--- src/rtl/fifo_word_packer.sv ---
// Pops NIBBLES show-ahead FIFO entries and packs them into one word on a valid/ready stream.
// Optional partial-word flush after TIMEOUT idle cycles when FIFO_PACKER_TIMEOUT_EN is defined.
module fifo_word_packer #(
    parameter int DATA_W  = 4,
    parameter int NIBBLES = 4,
    parameter int TIMEOUT = 8
) (
    input  logic                           CLK,
    input  logic                           RESETN,
    input  logic [DATA_W-1:0]              fifo_rdata,
    input  logic                           fifo_empty,
    output logic                           fifo_ren,
    output logic [DATA_W*NIBBLES-1:0]      out_data,
    output logic [$clog2(NIBBLES):0]       out_count,
    output logic                           out_valid,
    input  logic                           out_ready,
    output logic                           busy
);

    localparam int CNT_W = $clog2(NIBBLES) + 1;
    localparam logic [CNT_W-1:0] LAST_IDX = CNT_W'(NIBBLES - 1);
    localparam logic [CNT_W-1:0] FULL_CNT = CNT_W'(NIBBLES);

    if (NIBBLES < 2 || NIBBLES > 8 || TIMEOUT < 1) begin : g_param_check
        $error("fifo_word_packer: NIBBLES must be 2..8 and TIMEOUT >= 1");
    end

    typedef enum logic {
        FILL = 1'b0,
        HOLD = 1'b1
    } state_t;

    state_t           state_reg, state_next;
    logic [CNT_W-1:0] idx_reg, idx_next;
    logic [CNT_W-1:0] count_reg, count_next;
    logic             pop;
    logic             wr_en;
    logic [CNT_W-1:0] wr_idx;
    logic             clr_slots;

`ifdef FIFO_PACKER_TIMEOUT_EN
    localparam int IDLE_W = $clog2(TIMEOUT + 1);
    logic [IDLE_W-1:0] idle_reg, idle_next;
`endif

    always_ff @(posedge CLK or negedge RESETN) begin
        if (!RESETN) begin
            state_reg <= FILL;
            idx_reg   <= '0;
            count_reg <= '0;
`ifdef FIFO_PACKER_TIMEOUT_EN
            idle_reg  <= '0;
`endif
        end else begin
            state_reg <= state_next;
            idx_reg   <= idx_next;
            count_reg <= count_next;
`ifdef FIFO_PACKER_TIMEOUT_EN
            idle_reg  <= idle_next;
`endif
        end
    end

    always_comb begin
        pop        = ~fifo_empty & ((state_reg == FILL) | out_ready);
        state_next = state_reg;
        idx_next   = idx_reg;
        count_next = count_reg;
        wr_en      = 1'b0;
        wr_idx     = idx_reg;
        clr_slots  = 1'b0;
`ifdef FIFO_PACKER_TIMEOUT_EN
        idle_next  = idle_reg;
`endif
        case (state_reg)
            FILL: begin
                if (pop) begin
                    wr_en = 1'b1;
                    if (idx_reg == LAST_IDX) begin
                        state_next = HOLD;
                        count_next = FULL_CNT;
                        idx_next   = '0;
                    end else begin
                        idx_next = idx_reg + 1'b1;
                    end
                end
`ifdef FIFO_PACKER_TIMEOUT_EN
                // A pop always wins over the flush; the counter only ages a started word.
                if (pop) begin
                    idle_next = '0;
                end else if (idx_reg != '0) begin
                    if (idle_reg == IDLE_W'(TIMEOUT)) begin
                        state_next = HOLD;
                        count_next = idx_reg;
                        idx_next   = '0;
                        idle_next  = '0;
                    end else begin
                        idle_next = idle_reg + 1'b1;
                    end
                end
`endif
            end
            HOLD: begin
                if (out_ready) begin
                    state_next = FILL;
                    count_next = '0;
                    clr_slots  = 1'b1;
`ifdef FIFO_PACKER_TIMEOUT_EN
                    idle_next  = '0;
`endif
                    // An entry popped on the accepting edge starts the next word.
                    if (pop) begin
                        wr_en    = 1'b1;
                        wr_idx   = '0;
                        idx_next = CNT_W'(1);
                    end
                end
            end
            default: begin
                state_next = FILL;
            end
        endcase
    end

    for (genvar gi = 0; gi < NIBBLES; gi++) begin : g_slot
        logic [DATA_W-1:0] slot_reg;

        always_ff @(posedge CLK or negedge RESETN) begin
            if (!RESETN) begin
                slot_reg <= '0;
            end else if (wr_en && (wr_idx == CNT_W'(gi))) begin
                slot_reg <= fifo_rdata;
            end else if (clr_slots) begin
                slot_reg <= '0;
            end
        end

        assign out_data[gi*DATA_W +: DATA_W] = slot_reg;
    end

    assign fifo_ren  = pop & RESETN;
    assign out_valid = (state_reg == HOLD);
    assign out_count = count_reg;
    assign busy      = (idx_reg != '0) | (state_reg == HOLD);

endmodule

--- config.mk ---
export PLATFORM = sky130hd
export DESIGN_NAME = fifo_word_packer
export DESIGN_NICKNAME = d
export VERILOG_FILES = /design/src/rtl/fifo_word_packer.sv
export SDC_FILE = /design/constraint.sdc
export NUM_CORES = 1
export LEC_CHECK = 0
export CAP_MARGIN = 20
export CORE_ASPECT_RATIO = 1.75
export CORE_MARGIN = 4
export CORE_UTILIZATION = 34
export DETAILED_ROUTE_END_ITERATION = 8
export PLACE_DENSITY_LB_ADDON = 0.1
export SYNTH_ARGS = -nofsm -noshare
export SYNTH_HDL_FRONTEND = slang
export SYNTH_SLANG_ARGS = --single-unit
--- constraint.sdc ---
create_clock -name CLK -period 1.37 [get_ports CLK]
set_clock_uncertainty 0.15 [all_clocks]
set_input_delay 0.2055 -clock CLK [delete_from_list [all_inputs] [get_ports CLK]]
set_output_delay 0.2055 -clock CLK [all_outputs]
set_load 0.05 [all_outputs]
==> results.txt <==
The worst-path maximum fanout came out at 4. The power per cell area came out at approximately 2700 nW/um2. After synthesis, the cell types taking the most area are dfrtp_1, mux2i_1, nand2_1.

The setup violation total in the final timing report is 21. Setup repair after global routing could not meet its margin everywhere. In the synthesized netlist the dominant register cell turns out to be dfrtp_1. After detailed routing, the average wire length per cell comes to approximately 16 um.

At the later pin of the worst-skew pair, clock insertion delay measures about 260 ps. The TritonCTS buffer count came out at 3. The checks that failed: setup timing. Of the synthesized area, sequential elements account for 0.529. The number of flip-flops under the largest register name came out at 16. The critical path start-end classification is reg -> reg.

The number of violations of the max-capacitance limit is 0. The number of hold-repair buffers added at the cts stage is 0. Counting flops with a built-in enable in the synthesized netlist gives 0. On the final layout, the worst hold slack is roughly 160 ps. Synthesis instantiated 24 different standard cells from the library. Adding up every negative setup slack in the final design gives -3370 ps. The flow ran to the end, but the final reports show violations.

The tightest min-delay check is of the in -> async type. The required time at the endpoint of the critical path came out at 1430 ps. The average instance area after synthesis came out at 11.4 um2.

In the synthesized netlist, the cells that appear most often are dfrtp_1, nand2_1, mux2i_1. STA puts the critical path data arrival time at between 1500 and 2000 ps. The remaining number of nets flagged by the antenna check after routing came out at 0. The number of max-slew violations in the final report was 0.

The synthesized instance count came out at 87. The overflow left after global routing is 0. The proportion of synthesized flip-flops having asynchronous set or reset came out at 1.00.

Among all cell types in the netlist, the one instantiated most often is dfrtp_1. The share of post-route cells with drive strength above 1 came out at 0.507. The maximum clock frequency is around 0.63 GHz. The clock tree from TritonCTS is built. Once routing completed, OpenROAD measured the worst setup slack at -216 ps. Summed over all instances, the cell type with the most area after synthesis is dfrtp_1. The detailed-router iteration count before antenna repair came out at 4. The number of antenna diodes in the final layout is 0. The minimum period implied by the final worst setup slack came out at around 1600 ps. CTS placed an instance of clkbuf_8 at the clock tree root. In this run the number of H-tree levels came out at 1. The overall die height is between 70 and 80 um. The number of hold violations in the final report came out at 0. For this design the top-level I/O count stands at 30. The number of placed instances, taps included, is between 150 and 200. The number of nets in the layout came out at ~150. The die covers around 4000 um2. The horizontal die dimension is between 40 and 50 um. The overall global routing resource usage is 0.155. The placement-stage cell area came out at 1630 um2. The detailed router's first-iteration violation count is 14. STA classifies the critical path startpoint as a flop.

The clock tree buffer depth came out at 2. The number of clock sinks came out at 21. The post-synthesis instance area came out at 993 um2. The global-route wire length before repair came out at about 4.6 mm. The total leakage power is between 0.9 and 1 nW. The area share of the leading cell type in the synthesized netlist is 0.529. For this configuration, the core starts out at a cell density of 0.361. The slowest stage cell on the critical path is or4_4. The post-CTS clock slew at the launch and capture registers of the worst setup and hold paths came out at 80 ps.

The core box area came out at approximately 2800 um2. The number of global-route vias before repair came to a little over 900. The final worst-path cycle share came out at 1.16. Relative to the synthesized area, the layout overhead comes to 87.3%. The total number of vias is approximately 830.

The worst setup path is captured at a flop. The total wire length came out at 2.75 mm. In this design, the stage delay of the slowest critical-path cell is around 500 ps. The detail-routed via count per cell is 4.89.

The number of antenna violations at the first check in global routing is 0. Counting flops and latches in the post-synthesis netlist gives 21. The site row count came out at 25. The pre-CTS worst setup slack is -295 ps.

The signal on the critical path passes through buf_6 > or4_4 > a21oi_4 > a22o_2. The worst voltage drop across the vdd grid is about 1.6 mV. At the end of routability-driven placement, the weighted congestion stood at a little under 0.9. After routing the design area is between 1500 and 2000 um2. After detailed routing, the number of remaining DRC violations is 0.

The pin count of the biggest net entering global routing came out at 22. Once layout is complete, the cells apart from fillers number around 170. The count of input and output buffers is 27. The count of warnings emitted by yosys came out at 0. Once detailed placement completed, the half-perimeter wirelength came to 2.05 mm.
==> per-stage QoR <==
stage	util	total power [mW]
after floorplan	-	2.71
after global placement	0.591	4.33
after detailed placement	0.591	4.37
after CTS	0.659	5.05
after global routing	0.676	5.33
final	0.676	5.08
==> critical path: cells and delay by family (launching register included) <==
kind                   cells  cell delay [ps]
AND/OR/NAND/NOR            1              490
flip-flops                 1              430
AO/OA/AOI/OAI              2              330
buffers and inverters      1              130
==> final cells by class <==
cell class              instances  area (um2)
fillers                       207         892
repair buffers                 54         721
flip-flops and latches         21         528
multi-input cells              56         498
clock buffers                   3        41.3
inverters                       7        33.8
well taps                      27        33.8
clock inverters                 1        5.00
==> where the power goes <==
group / switching, mW / total (mW) / internal [mW]
clock: 0.205 / 0.408 / 0.203
combinational: 1.71 / 3.47 / 1.76
sequential: 0.303 / 1.21 / 0.902
total: 2.21 / 5.08 / 2.87
==> logic make-up after synthesis <==
logic type	count (synthesis)	share of synthesized area
compound gates	10	0.0945
fa+ha+maj	2	0.0252
buf+inv	11	0.0567
flops	21	0.529
mux	13	0.131
other cells	1	0.00377
simple gates	29	0.160
==> placed cells by master, fill, tap and decap left out, drive strengths merged, types with 2 or more instances in the layout <==
master / n
a22o: 5
clkdlybuf4s50: 6
mux2i: 13
buf: 47
nand2: 18
inv: 7
dfrtp: 21
conb: 2
clkbuf: 3
nand2b: 2
ha: 2
nor2: 4
==> final timing paths <==
path                                    from               endpoint  slack (ps)  cells past startpoint
worst max-delay path               out_valid  g_slot[0].slot_reg[1]        -220                      4
worst min-delay path                  RESETN             idx_reg[2]         160                      2
worst max register to register     out_valid  g_slot[0].slot_reg[1]        -220                      4
worst min register to register  out_count[2]           out_count[2]         390                      2
max in group asynchronous             RESETN             idx_reg[1]         670                      2
min in group CLK                out_count[2]           out_count[2]         390                      2
==> repair_timing <==
item                       4_1_cts  5_1_grt
setup endpoints to repair       16       22
buffers inserted                 8        4
pin swaps                        9        6
hold endpoints to repair         0        0
gates resized for setup         25        6
==> metal layers <==
| metal | GRT usage | vias up | wire length [um] |
|---|---|---|---|
| met5 | 0 | - | 0 |
| met4 | 0.0916 | 0 | 84 |
| met3 | 0.0262 | 7 | 113 |
| met2 | 0.272 | 22 | 1570 |
| met1 | 0.169 | 401 | 977 |
| li1 | - | 397 | - |
Power figures use the tool's default switching activity.
